File: src/rtl/mem_arbiter_if.sv
// Shared-memory arbiter bus: instruction-fetch port, data port and the single memory port.
// Requests are held with their payload stable until ready; rvalid pulses once per accepted request.
interface mem_arbiter_if;
    logic        i_req;
    logic [31:0] i_addr;
    logic        i_ready;
    logic        i_rvalid;
    logic [31:0] i_rdata;

    logic        d_req;
    logic        d_we;
    logic [31:0] d_addr;
    logic [31:0] d_wdata;
    logic [3:0]  d_wmask;
    logic        d_ready;
    logic        d_rvalid;
    logic [31:0] d_rdata;

    logic [31:0] mem_addr;
    logic        mem_r_enable;
    logic        mem_w_enable;
    logic [31:0] mem_wdata;
    logic [3:0]  mem_wmask;
    logic [31:0] mem_rdata;

    modport slave (
        input  i_req, i_addr, d_req, d_we, d_addr, d_wdata, d_wmask, mem_rdata,
        output i_ready, i_rvalid, i_rdata, d_ready, d_rvalid, d_rdata,
        output mem_addr, mem_r_enable, mem_w_enable, mem_wdata, mem_wmask
    );

    modport master (
        output i_req, i_addr, d_req, d_we, d_addr, d_wdata, d_wmask, mem_rdata,
        input  i_ready, i_rvalid, i_rdata, d_ready, d_rvalid, d_rdata,
        input  mem_addr, mem_r_enable, mem_w_enable, mem_wdata, mem_wmask
    );
endinterface

File: src/rtl/mem_arbiter.sv
// Two-state arbiter sharing one single-cycle-latency memory between fetch and data requesters.
// Data has priority; fetch is forced through after STARVE_LIMIT consecutive data grants.
module mem_arbiter #(
    parameter int STARVE_LIMIT = 3
) (
    input  logic          clk,
    input  logic          reset,
    mem_arbiter_if.slave  bus,
    output logic          dbg_state,
    output logic [3:0]    dbg_starve_cnt
);
    typedef enum logic {IDLE = 1'b0, RESP = 1'b1} state_t;

    localparam logic [3:0] LIMIT = 4'(STARVE_LIMIT);

    state_t     state, state_nxt;
    logic [3:0] starve_cnt, starve_nxt;
    logic       owner_data;
    logic       owner_write;
    logic       grant_i, grant_d;

    always_ff @(posedge clk) begin
        if (reset) begin
            state       <= IDLE;
            starve_cnt  <= 4'd0;
            owner_data  <= 1'b0;
            owner_write <= 1'b0;
        end else begin
            state      <= state_nxt;
            starve_cnt <= starve_nxt;
            if (grant_i || grant_d) begin
                owner_data  <= grant_d;
                owner_write <= grant_d && bus.d_we;
            end
        end
    end

    always_comb begin
        grant_i    = 1'b0;
        grant_d    = 1'b0;
        state_nxt  = state;
        starve_nxt = starve_cnt;
        if (state == IDLE && !reset) begin
            if (bus.d_req && (!bus.i_req || starve_cnt != LIMIT)) begin
                grant_d = 1'b1;
            end else if (bus.i_req) begin
                grant_i = 1'b1;
            end
            if (grant_i || grant_d) begin
                state_nxt = RESP;
            end
            // The count only measures how long a waiting fetch has been passed over.
            if (grant_i || !bus.i_req) begin
                starve_nxt = 4'd0;
            end else if (grant_d && starve_cnt != LIMIT) begin
                starve_nxt = starve_cnt + 4'd1;
            end
        end else if (state == RESP) begin
            state_nxt = IDLE;
        end
    end

    always_comb begin
        bus.i_ready      = grant_i;
        bus.d_ready      = grant_d;
        bus.i_rvalid     = 1'b0;
        bus.i_rdata      = 32'h0;
        bus.d_rvalid     = 1'b0;
        bus.d_rdata      = 32'h0;
        bus.mem_addr     = 32'h0;
        bus.mem_r_enable = 1'b0;
        bus.mem_w_enable = 1'b0;
        bus.mem_wdata    = 32'h0;
        bus.mem_wmask    = 4'h0;
        if (grant_i) begin
            bus.mem_addr     = bus.i_addr;
            bus.mem_r_enable = 1'b1;
        end else if (grant_d) begin
            bus.mem_addr = bus.d_addr;
            if (bus.d_we) begin
                bus.mem_w_enable = 1'b1;
                bus.mem_wdata    = bus.d_wdata;
                bus.mem_wmask    = bus.d_wmask;
            end else begin
                bus.mem_r_enable = 1'b1;
            end
        end
        // A reset landing in RESP swallows the response rather than delaying it.
        if (state == RESP && !reset) begin
            if (owner_data) begin
                bus.d_rvalid = 1'b1;
                bus.d_rdata  = owner_write ? 32'h0 : bus.mem_rdata;
            end else begin
                bus.i_rvalid = 1'b1;
                bus.i_rdata  = bus.mem_rdata;
            end
        end
    end

    assign dbg_state      = state;
    assign dbg_starve_cnt = starve_cnt;
endmodule

File: src/flat_wrapper.sv
// flat-port wrapper written by rule: the top's interface ports become plain ports
module mem_arbiter_flat 
#(
    parameter int STARVE_LIMIT = 3
)
  (clk, reset, dbg_state, dbg_starve_cnt, bus_i_req, bus_i_addr, bus_d_req, bus_d_we, bus_d_addr, bus_d_wdata, bus_d_wmask, bus_mem_rdata, bus_i_ready, bus_i_rvalid, bus_i_rdata, bus_d_ready, bus_d_rvalid, bus_d_rdata, bus_mem_addr, bus_mem_r_enable, bus_mem_w_enable, bus_mem_wdata, bus_mem_wmask);
  mem_arbiter_if bus_i ();
  input  logic clk;
  input  logic reset;
  output logic dbg_state;
  output logic [3:0] dbg_starve_cnt;
  input wire logic [$bits(bus_i.i_req)-1:0] bus_i_req;
  input wire logic [$bits(bus_i.i_addr)-1:0] bus_i_addr;
  input wire logic [$bits(bus_i.d_req)-1:0] bus_d_req;
  input wire logic [$bits(bus_i.d_we)-1:0] bus_d_we;
  input wire logic [$bits(bus_i.d_addr)-1:0] bus_d_addr;
  input wire logic [$bits(bus_i.d_wdata)-1:0] bus_d_wdata;
  input wire logic [$bits(bus_i.d_wmask)-1:0] bus_d_wmask;
  input wire logic [$bits(bus_i.mem_rdata)-1:0] bus_mem_rdata;
  output wire logic [$bits(bus_i.i_ready)-1:0] bus_i_ready;
  output wire logic [$bits(bus_i.i_rvalid)-1:0] bus_i_rvalid;
  output wire logic [$bits(bus_i.i_rdata)-1:0] bus_i_rdata;
  output wire logic [$bits(bus_i.d_ready)-1:0] bus_d_ready;
  output wire logic [$bits(bus_i.d_rvalid)-1:0] bus_d_rvalid;
  output wire logic [$bits(bus_i.d_rdata)-1:0] bus_d_rdata;
  output wire logic [$bits(bus_i.mem_addr)-1:0] bus_mem_addr;
  output wire logic [$bits(bus_i.mem_r_enable)-1:0] bus_mem_r_enable;
  output wire logic [$bits(bus_i.mem_w_enable)-1:0] bus_mem_w_enable;
  output wire logic [$bits(bus_i.mem_wdata)-1:0] bus_mem_wdata;
  output wire logic [$bits(bus_i.mem_wmask)-1:0] bus_mem_wmask;
  assign bus_i.i_req = bus_i_req;
  assign bus_i.i_addr = bus_i_addr;
  assign bus_i.d_req = bus_d_req;
  assign bus_i.d_we = bus_d_we;
  assign bus_i.d_addr = bus_d_addr;
  assign bus_i.d_wdata = bus_d_wdata;
  assign bus_i.d_wmask = bus_d_wmask;
  assign bus_i.mem_rdata = bus_mem_rdata;
  assign bus_i_ready = bus_i.i_ready;
  assign bus_i_rvalid = bus_i.i_rvalid;
  assign bus_i_rdata = bus_i.i_rdata;
  assign bus_d_ready = bus_i.d_ready;
  assign bus_d_rvalid = bus_i.d_rvalid;
  assign bus_d_rdata = bus_i.d_rdata;
  assign bus_mem_addr = bus_i.mem_addr;
  assign bus_mem_r_enable = bus_i.mem_r_enable;
  assign bus_mem_w_enable = bus_i.mem_w_enable;
  assign bus_mem_wdata = bus_i.mem_wdata;
  assign bus_mem_wmask = bus_i.mem_wmask;
  mem_arbiter #(.STARVE_LIMIT(STARVE_LIMIT)) u_core (.clk(clk), .reset(reset), .bus(bus_i), .dbg_state(dbg_state), .dbg_starve_cnt(dbg_starve_cnt));
endmodule
File: config.mk
export PLATFORM = sky130hd
export DESIGN_NAME = mem_arbiter_flat
export DESIGN_NICKNAME = d
export VERILOG_FILES = /design/src/rtl/mem_arbiter_if.sv /design/src/rtl/mem_arbiter.sv /design/src/flat_wrapper.sv
export SDC_FILE = /design/constraint.sdc
export NUM_CORES = 1
export LEC_CHECK = 0
export ABC_AREA = 1
export CAP_MARGIN = 40
export CELL_PAD_IN_SITES_DETAIL_PLACEMENT = 0
export CELL_PAD_IN_SITES_GLOBAL_PLACEMENT = 1
export CORE_AREA = 2 2 109 111
export CTS_CLUSTER_SIZE = 10
export DETAILED_ROUTE_END_ITERATION = 12
export DIE_AREA = 0 0 111 113
export DONT_BUFFER_PORTS = 1
export PLACE_DENSITY = 0.47
export SLEW_MARGIN = 10
export SYNTH_ARGS = -nofsm -noshare
export SYNTH_HDL_FRONTEND = slang
export SYNTH_SLANG_ARGS = --single-unit
File: constraint.sdc
create_clock -name clk -period 2.6 [get_ports clk]
set_clock_uncertainty 0.1 [all_clocks]
set_input_delay 0.52 -clock clk [delete_from_list [all_inputs] [get_ports clk]]
set_output_delay 0.52 -clock clk [all_outputs]
set_load 0.05 [all_outputs]
== Yosys cells after proc, flatten, opt, wreduce, memory -nomap -nowiden ==
Index checks and enable logic that the tools add are counted.
Storage, ports and cells
  register bits: 7
  bits of input ports: 137
  word-level logic and storage cells: 54
Cells by class
  $add $sub $neg: 1
  equal/unequal tests: 1
  mux-type cells: 32
  bitwise operators: 2
  reductions and logical operators: 14
Operators with widths (count)
  32-bit 2-to-1 mux: 10
  4-bit 2-to-1 mux: 5
  1-bit 2-to-1 mux: 17
  1-bit logical AND: 5
  4-bit by 1-bit adder with 4-bit output, second input constant: 1
  1-bit logical OR: 4
  4-bit by 2-bit inequality test with 1-bit output, second input constant: 1
  1-bit zero test: 2
  1-bit inverter: 2
  2-bit AND reduction: 1
  2-bit nonzero test: 1
  2-bit OR reduction: 1

== Longest topological paths before layout ==
  depth in word-level cells: 8
  gate-level depth with buffers: 9
  depth with buffers taken out: 8

== Least setup slack after synthesis ==
Ideal clock, no wire load.
  path type: flip-flop to output port
  start: register u_core.state (netlist: u_core.dbg_state)
  end: output bus_d_rdata[10]
  arrival: 2606 ps
  data required time: 1980 ps
  setup slack: -626 ps
  cell stages (with the launch flop): 6
  cells stage by stage: dfxtp_1 nand2_2 nor2_1 nand2_2 buf_6 nor2_1
On the way
  longest elaborated chain between the ends: 2
RTL lines
  from (decl): RTL line mem_arbiter.sv:16  | state_t state, state_nxt;
  from (signal assigned): RTL line mem_arbiter.sv:29  | state <= state_nxt;
  1-bit logical AND: RTL line mem_arbiter.sv:89  | if (state == RESP && !reset) begin
  32-bit 2-to-1 mux: RTL line mem_arbiter.sv:89
  to (decl): RTL line flat_wrapper.sv:25  | output wire logic [$bits(bus_i.d_rdata)-1:0] bus_d_rdata;
Every way passes these cells.

== Worst setup path after layout ==
  start: register u_core.starve_cnt[0] (netlist: u_core.dbg_starve_cnt[0])
  end: output bus_mem_wdata[13]
On the way
  longest elaborated chain between the ends: 8
  elaborated cells on any way between the ends: 11
  those cells by class: eq/ne: 1; mux: 8; reduce/logical: 2
RTL lines
  from (decl): RTL line mem_arbiter.sv:17  | logic [3:0] starve_cnt, starve_nxt;
  from (signal assigned): RTL line mem_arbiter.sv:30  | starve_cnt <= starve_nxt;
  4-bit by 2-bit inequality test with 1-bit output *: RTL line mem_arbiter.sv:44  | if (bus.d_req && (!bus.i_req || starve_cnt != LIMIT)) begin
  1-bit logical OR *: RTL line mem_arbiter.sv:44
  1-bit logical AND *: RTL line mem_arbiter.sv:44
  1-bit 2-to-1 mux: RTL line mem_arbiter.sv:44
  1-bit 2-to-1 mux (2 in a row): RTL line mem_arbiter.sv:43  | if (state == IDLE && !reset) begin
  32-bit 2-to-1 mux: RTL line mem_arbiter.sv:78  | end else if (grant_d) begin
  32-bit 2-to-1 mux *: RTL line mem_arbiter.sv:75  | if (grant_i) begin
  to (decl): RTL line flat_wrapper.sv:29  | output wire logic [$bits(bus_i.mem_wdata)-1:0] bus_mem_wdata;
Mark *: on every way between the ends. The rest lies on a longest branch, timed or not. The select of a mux whose other input is x is not followed.

==> summary by stage <==
Run status
The flow ran to the end, and the final reports show no timing, DRC or antenna violations.

CTS
Counting the buffers created by CTS gives 3. The TritonCTS clock tree is done. After clock tree synthesis, the clock-pin slew on the worst setup and hold paths is 0.04 ns. The number of buffers on the longest clock path is 2. The count of H-tree levels built during CTS is 1. Clock latency on the worst-skew pair, taken at its later pin, is 0.24 ns. Post-CTS timing repair inserted 0 buffers for setup. The CTS root buffer is sky130_fd_sc_hd__clkbuf_16. The clock drives 7 sinks. The number of hold-repair buffers added at the cts stage is 0.

Detailed routing
The first routing iteration left 82 violations. The count of nets left with antenna violations once routing finished came out at 0. After detailed routing, the number of remaining DRC violations is 0. Detailed routing inserted a total of 2599 vias. The routed wirelength normalized by instance count is between 10 and 15 um. The number of search-and-repair iterations in the first detailed-routing pass is 4. For this block, the routed nets add up to 7820 um of wire. After detailed routing, the number of vias per cell comes to 4.16.

Critical path
The required time at the worst-slack endpoint is 1.98 ns. The worst setup path is captured at an output pin. STA classifies the critical path startpoint as a register.

Counting cells, the worst reg-to-reg path comes to 7. For flop-to-flop paths, the worst setup slack is approximately 1.2 ns. The worst register-to-register path begins at u_core.dbg_starve_cnt[0]. The critical path class is reg2out. The highest net fanout along the worst path is 29.

The data arrival time of the critical path is 1.79 ns. In this run the critical register-to-register path is captured at u_core.owner_data.

Worst hold path
Counting instances, the worst hold path has a depth of 1. The worst hold path terminates at u_core.owner_write. In this run the most critical hold path is launched from reset. The class of the most critical hold timing path is in2reg.

Synthesis
Yosys mapped the design onto 18 distinct sky130hd cell types. The mapped netlist covers 0.00160 mm2. The synthesized net count is 492. The cell count after synthesis came out at 354.

The synthesis warning total is 0. Averaged over all synthesized cells, the footprint is roughly 4.5 um2. Summing the sequential cell areas from Yosys gives 8.76% of the chip area. After synthesis the netlist holds a flip-flop and latch count of 7.

Cells and area
Counting the fill cells in the layout gives roughly 1200. The proportion of layout cells with a drive suffix above 1 is 38.4%. The final standard cell utilization of the core is approximately 30%.

The number of nets in the layout is 621. The area taken by flip-flops and latches is 140 um2. The combined area of the multi-input logic cells is 0.00118 mm2. The area added between synthesis and finish is 106%. The count of antenna diodes in the layout is 0.

Global routing
The number of antenna violations at the first check in global routing is 0. In the global route stage, overall resource usage came out at a little under an eighth. Entering global routing, the biggest net connects 39 pins. The number of global-route vias before repair is 2384.

The overall overflow remaining after global route is 0. The global-route wire length before repair is roughly 12000 um.

STA
Headroom to the max-slew limit came out at 63.8%. At the pin with the least slew margin, the transition time is 0.541 ns. The final hold violation count was 0. Of the available clock period, the critical path in the final layout requires 92.8%.

The number of pins with negative max-slew slack in the final report is 0. For this run, the top clock speed supported by timing is 414 MHz. Setup repair after global routing left no endpoint under its margin.

The final critical delay including setup and external delays is 2.41 ns. The worst setup slack after layout is 0.186 ns. Setup violations remaining at the end of the flow were counted as 0.

Job
Across the run, the number of max-cap violations was 0.

Floorplanning
The y dimension of the die is 113 um. The core region is 0.0113 mm2. The die covers 0.0125 mm2.

Once the floorplan was initialized, standard cells occupied 14.2% of the core. The horizontal extent of the die is 111 um. The floorplan row count is 39.

The number of I/O pins is 280.

Placed design
Timing analysis after detailed placement gives a worst setup slack of 0.226 ns. The weighted congestion reported at the end of routability-driven placement is 0.765. Detailed placement ended at an HPWL of just under 7000 um. Input and output buffers added on the ports amount to 0.

Power and ir drop
VDD sags by at most 108 uV. In this run the power density over the cells is just over 300 mW/mm2. The leakage power total is 1.87 nW.
## area by class of cell
class / count / share of cell area, %
Clock buffer: 3 / 2.28
Inverter: 49 / 5.73
Multi-Input combinational cell: 275 / 35.9
Sequential cell: 7 / 4.25
Timing Repair Buffer: 147 / 46.3
Clock inverter: 1 / 0.152
Tap cell: 143 / 5.43
## layer usage
metal,wire length [um],GRT usage (%)
met5,0,0
met4,66,2.50
met3,774,2.52
met2,4270,23.1
met1,2710,11.7
## synth_stat cells
master	n	area share, %
sky130_fd_sc_hd__nand2_1	120	28
sky130_fd_sc_hd__nor2_1	106	25
sky130_fd_sc_hd__inv_1	46	11
sky130_fd_sc_hd__nand3_1	36	11
sky130_fd_sc_hd__buf_2	10	3.1
sky130_fd_sc_hd__dfxtp_1	7	8.8
sky130_fd_sc_hd__buf_6	6	4.2
sky130_fd_sc_hd__buf_4	4	1.9
sky130_fd_sc_hd__clkbuf_1	3	0.70
sky130_fd_sc_hd__inv_2	3	0.70
sky130_fd_sc_hd__nand2_2	3	1.2
sky130_fd_sc_hd__o21ai_0	3	0.94
sky130_fd_sc_hd__nand4_1	2	0.78
sky130_fd_sc_hd__a21boi_0	1	0.47
sky130_fd_sc_hd__a21oi_1	1	0.31
sky130_fd_sc_hd__ha_1	1	0.78
sky130_fd_sc_hd__nor2_2	1	0.39
sky130_fd_sc_hd__nor2_4	1	0.70
## stage by stage
| stage | area (um2) | TNS (ns) | hold slack [ns] | instances | total power, mW |
|---|---|---|---|---|---|
| 4_1_cts | 3280 | 0 | 0.240 | 625 | 1.02 |
| 6_report | 3290 | 0 | 0.246 | 625 | 1.01 |
| 2_1_floorplan | 1660 | -21.46 | 0.338 | 354 | 0.528 |
| 3_5_place_dp | 3200 | 0 | 0.350 | 621 | 0.746 |
| 5_1_grt | 3290 | 0 | 0.252 | 625 | 1.05 |
| 3_3_place_gp | 3200 | 0 | 0.362 | 621 | 0.743 |
## cell usage in the layout, fill, tap and decap left out
cell / instances
sky130_fd_sc_hd__buf_4: 112
sky130_fd_sc_hd__a21oi_1: 1
sky130_fd_sc_hd__clkbuf_16: 3
sky130_fd_sc_hd__nand4_1: 2
sky130_fd_sc_hd__o21ai_0: 2
sky130_fd_sc_hd__clkinv_2: 1
sky130_fd_sc_hd__ha_1: 1
sky130_fd_sc_hd__inv_2: 2
sky130_fd_sc_hd__buf_12: 33
sky130_fd_sc_hd__nand2_1: 119
sky130_fd_sc_hd__dfxtp_1: 7
sky130_fd_sc_hd__buf_6: 2
sky130_fd_sc_hd__nand2_2: 4
sky130_fd_sc_hd__a21boi_0: 1
sky130_fd_sc_hd__nor2_4: 1
sky130_fd_sc_hd__nor2_1: 81
sky130_fd_sc_hd__nand3_1: 36
sky130_fd_sc_hd__o21ai_1: 1
sky130_fd_sc_hd__inv_1: 46
sky130_fd_sc_hd__inv_6: 1
sky130_fd_sc_hd__nor2_2: 26
## state kept, by name, summed over array words and instances (netlist names)
| signal | flops |
|---|---|
| u_core.dbg_starve_cnt | 4 |
| u_core.owner_write | 1 |
| u_core.owner_data | 1 |
| u_core.dbg_state | 1 |
## cell families (layout without fill, tap and decap cells)
| logic type | after synthesis | count (layout) | synth area share, % |
|---|---|---|---|
| DFF | 7 | 7 | 8.76 |
| adders and majority gates | 1 | 1 | 0.782 |
| buffers and inverters | 72 | 200 | 21.4 |
| AOI/OAI and AO/OA | 5 | 5 | 1.72 |
| and+or+nand+nor | 269 | 269 | 67.3 |
## critical path, cell delays in order, from the launching register on
cell and delay (ns):
sky130_fd_sc_hd__dfxtp_1 0.30, sky130_fd_sc_hd__ha_1 0.22, sky130_fd_sc_hd__nand2_1 0.06, sky130_fd_sc_hd__inv_1 0.03
sky130_fd_sc_hd__nand2_1 0.16, sky130_fd_sc_hd__nand2_2 0.15, sky130_fd_sc_hd__buf_6 0.22, sky130_fd_sc_hd__nor2_1 0.17
sky130_fd_sc_hd__buf_4 0.23
## worst max-delay path by stage
stage | start | endpoint | slack [ns]
final | u_core.dbg_starve_cnt[0] | bus_mem_wdata[13] | 0.19
after global routing | u_core.dbg_starve_cnt[1] | bus_mem_addr[0] | 0.03
after CTS | u_core.dbg_starve_cnt[0] | bus_mem_wdata[13] | 0.09
after detailed placement | u_core.dbg_starve_cnt[0] | bus_mem_addr[20] | 0.23
after global placement | u_core.dbg_starve_cnt[0] | bus_mem_addr[20] | 0.25
after floorplan | u_core.dbg_state | bus_d_rdata[10] | -0.36
## report_power, final
group	internal, mW	leakage, nW	switching, mW	total (mW)
sequential	0.112	0.0572	0.00398	0.116
clock	0.202	0.0409	0.0668	0.269
combinational	0.208	1.77	0.416	0.624
## what timing repair did
item / 4_1_cts / 5_1_grt
pin swaps: 0 / 0
gates resized for setup: 1 / 3
setup endpoints to repair: 3 / 27
(Power assumes the default switching activity.)
